### config.mk
export PLATFORM = sky130hd
export DESIGN_NAME = seg_scan_mux
export DESIGN_NICKNAME = d
export VERILOG_FILES = /design/src/rtl/seg_scan_pkg.sv /design/src/rtl/seg_scan_mux_timer.sv /design/src/rtl/seg_scan_mux.sv
export SDC_FILE = /design/constraint.sdc
export NUM_CORES = 1
export LEC_CHECK = 0
export BUFFER_PORTS_ARGS = -buffer_cell sky130_fd_sc_hd__buf_4
export CAP_MARGIN = 0
export CORE_ASPECT_RATIO = 0.8
export CORE_MARGIN = 1
export CORE_UTILIZATION = 58
export CTS_CLUSTER_DIAMETER = 50
export CTS_CLUSTER_SIZE = 16
export DETAILED_ROUTE_END_ITERATION = 8
export GPL_TIMING_DRIVEN = 0
export PLACE_DENSITY = 0.82
export SYNTH_ARGS = -nofsm -noshare
export SYNTH_HDL_FRONTEND = slang
export SYNTH_SLANG_ARGS = --single-unit
### constraint.sdc
create_clock -name clk -period 3.4 [get_ports clk]
set_input_delay 0.51 -clock clk [delete_from_list [all_inputs] [get_ports clk]]
set_output_delay 0.51 -clock clk [all_outputs]
set_load 0.02 [all_outputs]
### src/rtl/seg_scan_pkg.sv
// seg_scan_pkg: shared types and constants for the two-digit segment scanner.
//   scan_state_t : scan FSM states in cyclic order
//   AN_*         : active-low anode patterns (an[0] = ones, an[1] = tens)
//   max_int      : constant-foldable max, used to size the slot counter
package seg_scan_pkg;

  typedef enum logic [1:0] {
    S_DEAD0 = 2'd0,
    S_ONES  = 2'd1,
    S_DEAD1 = 2'd2,
    S_TENS  = 2'd3
  } scan_state_t;

  localparam logic [1:0] AN_OFF  = 2'b11;
  localparam logic [1:0] AN_ONES = 2'b10;
  localparam logic [1:0] AN_TENS = 2'b01;

  function automatic int max_int(input int a, input int b);
    return (a > b) ? a : b;
  endfunction

endpackage

### src/rtl/seg_scan_mux_timer.sv
// scan_slot_timer: counts the cycles of the current scan slot.
//   clk, rst  : clock, async active-high reset
//   limit     : slot length in cycles for the current state (>= 1)
//   cnt       : registered position within the slot, 0..limit-1
//   slot_done : high in the last cycle of the slot; cnt wraps to 0 on the next edge
module scan_slot_timer #(
  parameter int CW = 2
) (
  input  logic          clk,
  input  logic          rst,
  input  logic [CW:0]   limit,
  output logic [CW-1:0] cnt,
  output logic          slot_done
);

  assign slot_done = ({1'b0, cnt} == (limit - (CW+1)'(1)));

  always_ff @(posedge clk or posedge rst) begin
    if (rst)            cnt <= '0;
    else if (slot_done) cnt <= '0;
    else                cnt <= cnt + CW'(1);
  end

endmodule

### src/rtl/seg_scan_mux.sv
// seg_scan_mux: time-multiplexes the ones/tens 7-segment patterns onto a shared
// segment bus with blanking dead time between digits.
//   clk, rst   : clock, async active-high reset
//   en         : display enable (0 blanks outputs; scan timing keeps running)
//   ones_seg   : decoded ones pattern
//   tens_seg   : decoded tens pattern
//   tens_bcd   : BCD tens value (only used with LEAD_ZERO_BLANK_EN)
//   seg        : shared segment bus (registered)
//   an         : active-low digit enables, an[0] = ones, an[1] = tens (registered)
//   frame_tick : one-cycle pulse in the first S_ONES cycle of each frame
// Build option: define LEAD_ZERO_BLANK_EN to blank a leading zero in the tens digit.
module seg_scan_mux
  import seg_scan_pkg::*;
#(
  parameter int         REFRESH_DIV = 50000,
  parameter int         DEAD_CYC    = 16,
  parameter logic [6:0] SEG_BLANK   = 7'b1111111
) (
  input  logic       clk,
  input  logic       rst,
  input  logic       en,
  input  logic [6:0] ones_seg,
  input  logic [6:0] tens_seg,
  input  logic [3:0] tens_bcd,
  output logic [6:0] seg,
  output logic [1:0] an,
  output logic       frame_tick
);

  localparam int CW = $clog2(max_int(REFRESH_DIV, DEAD_CYC));
  localparam logic [CW:0] LIM_DIG  = (CW+1)'(REFRESH_DIV);
  localparam logic [CW:0] LIM_DEAD = (CW+1)'(DEAD_CYC);

  scan_state_t state, state_nxt;
  logic [6:0]  snap_ones, snap_tens, snap_ones_nxt, snap_tens_nxt;
  logic [6:0]  seg_nxt;
  logic [1:0]  an_nxt;
  logic [CW:0] limit;
  logic [CW-1:0] cnt;
  logic        slot_done, capture;

  assign limit = (state == S_ONES || state == S_TENS) ? LIM_DIG : LIM_DEAD;

  scan_slot_timer #(.CW(CW)) u_timer (
    .clk       (clk),
    .rst       (rst),
    .limit     (limit),
    .cnt       (cnt),
    .slot_done (slot_done)
  );

  // Slot position is only observed for debug; the FSM needs just slot_done.
  logic unused_cnt;
  assign unused_cnt = ^cnt;

`ifndef LEAD_ZERO_BLANK_EN
  logic unused_bcd;
  assign unused_bcd = ^tens_bcd;
`endif

  // Snapshot on the DEAD0 -> ONES edge so a mid-frame count change never tears.
  assign capture = slot_done && (state == S_DEAD0);

  always_comb begin
    state_nxt = state;
    if (slot_done) begin
      case (state)
        S_DEAD0: state_nxt = S_ONES;
        S_ONES:  state_nxt = S_DEAD1;
        S_DEAD1: state_nxt = S_TENS;
        default: state_nxt = S_DEAD0;
      endcase
    end

    snap_ones_nxt = snap_ones;
    snap_tens_nxt = snap_tens;
    if (capture) begin
      snap_ones_nxt = ones_seg;
`ifdef LEAD_ZERO_BLANK_EN
      snap_tens_nxt = (tens_bcd == 4'd0) ? SEG_BLANK : tens_seg;
`else
      snap_tens_nxt = tens_seg;
`endif
    end

    // Outputs are decoded from next-state values and registered, so they line
    // up with the state register and have no combinational input path.
    seg_nxt = SEG_BLANK;
    an_nxt  = AN_OFF;
    if (en) begin
      case (state_nxt)
        S_ONES: begin seg_nxt = snap_ones_nxt; an_nxt = AN_ONES; end
        S_TENS: begin seg_nxt = snap_tens_nxt; an_nxt = AN_TENS; end
        default: begin seg_nxt = SEG_BLANK; an_nxt = AN_OFF; end
      endcase
    end
  end

  always_ff @(posedge clk or posedge rst) begin
    if (rst) begin
      state      <= S_DEAD0;
      snap_ones  <= SEG_BLANK;
      snap_tens  <= SEG_BLANK;
      seg        <= SEG_BLANK;
      an         <= AN_OFF;
      frame_tick <= 1'b0;
    end else begin
      state      <= state_nxt;
      snap_ones  <= snap_ones_nxt;
      snap_tens  <= snap_tens_nxt;
      seg        <= seg_nxt;
      an         <= an_nxt;
      frame_tick <= capture;
    end
  end

endmodule

==> metrics.md, run 1 <==
| Metric | Value |
|---|---|
| Number of enable-type register cells in the synthesized netlist | 0 |
| Leading cell types by count after synthesis | sky130_fd_sc_hd__nand2_1 (37), sky130_fd_sc_hd__dfstp_2 (23), sky130_fd_sc_hd__dfrtp_1 (19) |
| Count of placed standard cells including taps | 235 |
| Fin Setup TNS | 0 ns |
| Share of the clock period used by the worst path | 0.788 |
| Die outline width | 65.5 µm |
| Total number of clock tree sinks | 42 |
| Wire length of the first global-routing pass | 5620 µm |
| Global route overflow | 0 |
| First-pass iteration count of the detailed router | 4 |
| Initial standard-cell utilization of the core | 0.607 |
| VDD IR-drop max | 0.000346 V |
| Pin count of the biggest net entering global routing | 43 |
| Height of the die | 52.8 µm |
| Highest fanout seen on the critical path | 6 |
| Port Buf Inserts | 26 |
| Power per cell area | 414 nW/µm² |
| Critical Path Sink Type | register |
| Syn avg cell area | 11.1 µm² |
| Longest Clk Path Bufs | 2 |
| Clock-pin slew of the registers on the worst-case setup and hold paths | 0.08 ns |
| Number of failing setup endpoints in the final timing report | 0 |
| Unrepaired setup endpoints after global routing | no |
| Fraction of registers with async set or reset after synthesis | 1.00 |
| Clock root buffer | sky130_fd_sc_hd__clkbuf_8 |
| Number of fill cells | 207 |
| Worst r2r path cells | 8 |
| Max Cap Violations | 0 |
| Insertion delay to the later sink of the worst-skew pair | 0.30 ns |
| Syn_nets | 195 |
| Max frequency | 373 MHz |
| Sequential element share of the synthesized area | 0.576 |
| Cell type contributing the most total cell area after synthesis | sky130_fd_sc_hd__dfstp_2 |
| Overall via count from detail_route | 1312 |
| Post-CTS setup-driven buffer insertion count | 0 |
| Wire length reported by the detailed router | 3490 µm |
| Synth Flop Type | sky130_fd_sc_hd__dfstp_2 |
| TritonCTS clock tree | done |
| Syn Inst Count | 169 |
| Warnings, synthesis | 0 |
| Layout cells sized above 1 | 0.330 |
| Average wire per standard cell | 14.4 µm |
| Startpoint type of the worst setup path | register |
| Area added between synthesis and finish | 18.1% |
| Status | complete, no violations |
| Worst setup path category | register to register |
| Gp weighted congestion | 0.763 |
| Synth top area cells | sky130_fd_sc_hd__dfstp_2 (32%), sky130_fd_sc_hd__dfrtp_1 (25%), sky130_fd_sc_hd__nand2_1 (7.4%) |
| H-tree lvl count | 2 |
| Leakage Power | 1.12 nW |
| CTS Buf Count | 5 |
| Vias in the first global route | 1207 |
| Final Max Slew Viols | 0 |
| Path category of the worst min-delay check | input pin to asynchronous set/reset pin |
| Post-layout minimum cycle time | 2.68 ns |
| Non-Filler Instances | 243 |
| Summed instance area of the synthesized netlist | 1870 µm² |
| Unique masters post-synth | 32 |
| Area share of the largest cell type after synthesis | 0.323 |
| Overall global routing resource usage | 0.234 |
| Antenna-violating nets left | 0 |
| Critical register-to-register path startpoint | state[0] |
| Number of remaining DRC errors | 0 |
| Final antenna diode count | 0 |
| Net count of the finished layout | 228 |
| Transition time at the pin with the least slew margin | 0.822 ns |
| First-iteration detailed-routing DRC count | 81 |
| Tightest slew margin relative to the limit | 0.452 |
| Endpoint of the worst-slack reg-to-reg timing path | seg[3] |
| Most frequent cell after synthesis | sky130_fd_sc_hd__nand2_1 |
| Post-detailed-placement half-perimeter wirelength | 2560 µm |
| Number of synthesized register bits | 42 |
| Reg-to-reg setup timing slack | 0.72 ns |
| Clock tree skew after final layout | 0.00484 ns |
| Vias/cell | 5.40 |
| Core area | 3090 µm² |
| Number of rows in the core area | 18 |
| Number of gates resized after CTS | 0 |
| Full die area | 3460 µm² |
| Hold violation count in the final report | 0 |
| Worst endpoint required time | 3.59 ns |
| Ports | 31 |
| Critical Path AT | 2.87 ns |
| Cts hold-fix bufs | 0 |
| Number of antenna violations at the first check in global routing | 0 |
[worst max-delay path, stage by stage, from the launching register on]
cell                      delay, ns
sky130_fd_sc_hd__dfrtp_1       0.43
sky130_fd_sc_hd__ha_1          0.25
sky130_fd_sc_hd__or4_1         0.55
sky130_fd_sc_hd__nor4_2        0.34
sky130_fd_sc_hd__o211a_4       0.25
sky130_fd_sc_hd__mux2i_1       0.32
sky130_fd_sc_hd__and2_4        0.20
sky130_fd_sc_hd__buf_6         0.11
sky130_fd_sc_hd__a32oi_1       0.12
[cell families after synthesis]
kind of cell	share of synthesized area
XOR/XNOR	0.0655
AO/OA/AOI/OAI	0.0608
AND/OR/NAND/NOR	0.186
adder cells (fa/ha/maj)	0.0334
buffers and inverters	0.0394
multiplexers	0.0381
flip-flops	0.576
[worst max-delay path by stage]
stage,from,end,slack [ns],cells past startpoint
after global placement,state[0],seg[4],0.91,8
final,state[0],seg[3],0.72,8
after floorplan,state[0],seg[0],1.08,8
after detailed placement,state[0],seg[3],0.78,8
after global routing,state[0],seg[3],0.60,7
after CTS,state[0],seg[6],0.73,7
[final cells by class]
| cell class | count | area [µm²] | area share |
|---|---|---|---|
| clock buffer | 6 | 82.6 | 0.0373 |
| sequential | 42 | 1080 | 0.488 |
| buffer | 5 | 32.5 | 0.0147 |
| timing repair buffer | 26 | 195 | 0.0882 |
| multi-input combinational | 111 | 719 | 0.325 |
| clock inverter | 2 | 11.3 | 0.00509 |
| inverter | 11 | 41.3 | 0.0187 |
| tap | 40 | 50.0 | 0.0226 |
[sequential cells by signal, summed over array words and instances (netlist names)]
register,flops
state,2
snap_tens,7
an,2
u_timer.cnt,16
frame_tick,1
seg,7
snap_ones,7
[per-stage QoR]
step	hold slack, ns	worst slack, ns	util	total power, W	cell area [µm²]
5_1_grt	0.422	0.600	0.717	0.000949	2210
6_report	0.378	0.721	0.717	0.000915	2210
2_1_floorplan	0.441	1.08	-	0.000561	1870
4_1_cts	0.399	0.734	0.717	0.000922	2210
3_3_place_gp	0.451	0.910	0.687	0.000587	2120
3_5_place_dp	0.465	0.775	0.687	0.000590	2120
[cells in the final DEF, fill, tap and decap left out, drive strengths merged, types with 6 or more instances in the layout]
cell type  count
xnor2          6
dfrtp         19
mux2i          6
buf           30
inv           12
nand3          6
clkbuf         7
nand2         37
dfstp         23
nor2          14
xor2           8
[power by group]
group | total, W | leakage [nW] | switching [W] | internal [W]
logic | 0.0000545 | 0.580 | 0.0000307 | 0.0000238
clock network | 0.000334 | 0.0515 | 0.000171 | 0.000164
registers | 0.000527 | 0.493 | 0.00000371 | 0.000523
[layer usage]
layer	vias to the layer above	global-route usage	part of all wire
li1	625	-	-
met1	659	0.297	0.45
met2	23	0.357	0.49
met3	5	0.0783	0.036
met4	0	0.120	0.019
met5	-	0	0
Power figures use the tool's default switching activity.
==> inputs of run 2 (changes only) <==
--- a/config.mk
+++ b/config.mk
@@ -9,12 +9,12 @@
 export CAP_MARGIN = 0
 export CORE_ASPECT_RATIO = 0.8
 export CORE_MARGIN = 1
-export CORE_UTILIZATION = 58
+export CORE_UTILIZATION = 55
 export CTS_CLUSTER_DIAMETER = 50
 export CTS_CLUSTER_SIZE = 16
 export DETAILED_ROUTE_END_ITERATION = 8
 export GPL_TIMING_DRIVEN = 0
-export PLACE_DENSITY = 0.82
+export PLACE_DENSITY = 0.78
 export SYNTH_ARGS = -nofsm -noshare
 export SYNTH_HDL_FRONTEND = slang
 export SYNTH_SLANG_ARGS = --single-unit
==> constraint.sdc (replaced) <==
create_clock -name clk -period 2.6 [get_ports clk]
set_input_delay 0.39 -clock clk [delete_from_list [all_inputs] [get_ports clk]]
set_output_delay 0.39 -clock clk [all_outputs]
set_load 0.02 [all_outputs]
==> metrics.md, run 2 (synthesized netlist as in run 1, its figures left out) <==
| Metric | Value |
|---|---|
| Status | complete, no violations |
| Overall global routing resource usage | 0.211 |
| Core area | 3180 µm² |
| Post-CTS setup-driven buffer insertion count | 0 |
| Port Buf Inserts | 26 |
| Wire length reported by the detailed router | 3430 µm |
| Area added between synthesis and finish | 20.2% |
| Antenna-violating nets left | 0 |
| Most flop-heavy register | u_timer.cnt |
| Highest fanout seen on the critical path | 6 |
| Total number of clock tree sinks | 42 |
| Clock tree skew after final layout | 0.00594 ns |
| Vias/cell | 5.36 |
| Minimum hold slack | 0.263 ns |
| H-tree lvl count | 2 |
| Final Max Slew Viols | 0 |
| Layout cells sized above 1 | 0.355 |
| Worst setup path category | register to register |
| Height of the die | 54.2 µm |
| Number of fill cells | 250 |
| Final critical-path setup slack | 0.0948 ns |
| Post-Place Setup Slack | 0.0230 ns |
| Hold violation count in the final report | 0 |
| Critical Path Sink Type | register |
| Initial standard-cell utilization of the core | 0.590 |
| Transition time at the pin with the least slew margin | 0.825 ns |
| Net count of the finished layout | 228 |
| Power per cell area | 525 nW/µm² |
| Cts hold-fix bufs | 0 |
| Ports | 31 |
| Worst endpoint required time | 2.81 ns |
| Insertion delay to the later sink of the worst-skew pair | 0.29 ns |
| Max Cap Violations | 0 |
| Final antenna diode count | 0 |
| First-pass iteration count of the detailed router | 4 |
| Number of antenna violations at the first check in global routing | 0 |
| Leakage Power | 1.13 nW |
| Full die area | 3640 µm² |
| Global route overflow | 0 |
| Critical Path AT | 2.71 ns |
| Number of failing setup endpoints in the final timing report | 0 |
| VDD IR-drop max | 0.000410 V |
| Share of the clock period used by the worst path | 0.964 |
| Overall via count from detail_route | 1302 |
| Vias in the first global route | 1235 |
| Most common cell after layout, fill and taps aside | sky130_fd_sc_hd__nand2_1 |
| Commonest cells after routing, fill and taps aside | sky130_fd_sc_hd__nand2_1 (37), sky130_fd_sc_hd__buf_4 (26), sky130_fd_sc_hd__dfstp_2 (23), sky130_fd_sc_hd__dfrtp_1 (18), sky130_fd_sc_hd__nor2_1 (14) |
| Clock root buffer | sky130_fd_sc_hd__clkbuf_8 |
| Startpoint type of the worst setup path | register |
| Tightest slew margin relative to the limit | 0.449 |
| Post-layout minimum cycle time | 2.51 ns |
| Gp weighted congestion | 0.758 |
| Number of remaining DRC errors | 0 |
| Number of rows in the core area | 18 |
| Post-detailed-placement half-perimeter wirelength | 2400 µm |
| CTS Buf Count | 5 |
| Pin count of the biggest net entering global routing | 43 |
| First-iteration detailed-routing DRC count | 89 |
| Die outline width | 67.2 µm |
| Path category of the worst min-delay check | input pin to asynchronous set/reset pin |
| Longest Clk Path Bufs | 2 |
| TritonCTS clock tree | done |
| Average wire per standard cell | 14.1 µm |
| Clock-pin slew of the registers on the worst-case setup and hold paths | 0.07 ns |
| Number of gates resized after CTS | 0 |
| Number of flip-flops in the largest register | 16 |
| Wire length of the first global-routing pass | 5290 µm |
| Max frequency | 399 MHz |
==> run 2: power by group <==
part,internal [W],leakage (nW),switching (W),total [W]
Clock,0.000214,0.0482,0.000208,0.000422
Combinational,0.0000313,0.585,0.0000393,0.0000706
Sequential,0.000684,0.493,0.00000523,0.000689
Total,0.000929,1.13,0.000253,0.00118
==> run 2: layout make-up <==
cell class              count  area [µm²]  area share
clock buffers               7        86.3      0.0383
clock inverters             1        5.00     0.00222
inverters                  11        41.3      0.0183
repair buffers             26         195      0.0867
plain buffers               5        36.3      0.0161
flip-flops and latches     42        1080       0.480
multi-input cells         111         757       0.336
well taps                  40        50.0      0.0222
==> run 2: routing by layer <==
metal	routed length (µm)	track usage
met1	1480	0.264
met3	150	0.0826
met5	0	0
met2	1760	0.335
met4	41	0.0745
==> run 2: path summary, 6_finish.rpt <==
kind	startpoint	endpoint	slack, ns	cells past startpoint
min	rst	frame_tick	0.26	2
min in group clk	ones_seg[5]	snap_ones[5]	0.32	3
max	state[0]	seg[2]	0.09	8
max reg2reg	state[0]	seg[2]	0.09	8
max in group asynchronous	rst	state[0]	1.76	2
min reg2reg	snap_ones[1]	snap_ones[1]	0.47	2
==> run 2: per-stage QoR <==
stage	instance area, µm²	cells	util	setup TNS (ns)	total power (W)
2_1_floorplan	1870	169	-	0	0.000734
3_3_place_gp	2120	235	0.667	0	0.000767
3_5_place_dp	2120	235	0.667	0	0.000772
4_1_cts	2210	243	0.696	0	0.00120
5_1_grt	2250	243	0.709	-0.0365	0.00123
6_report	2250	243	0.709	0	0.00118
==> run 2: worst max-delay path, cell delays in order, from the launching register on <==
cell and delay [ns]:
sky130_fd_sc_hd__dfrtp_2 0.44, sky130_fd_sc_hd__ha_2 0.21, sky130_fd_sc_hd__or4_4 0.55, sky130_fd_sc_hd__nor4_4 0.30, sky130_fd_sc_hd__o211a_4 0.26, sky130_fd_sc_hd__mux2i_4 0.27
sky130_fd_sc_hd__and2_4 0.17, sky130_fd_sc_hd__buf_6 0.11, sky130_fd_sc_hd__a32oi_1 0.11
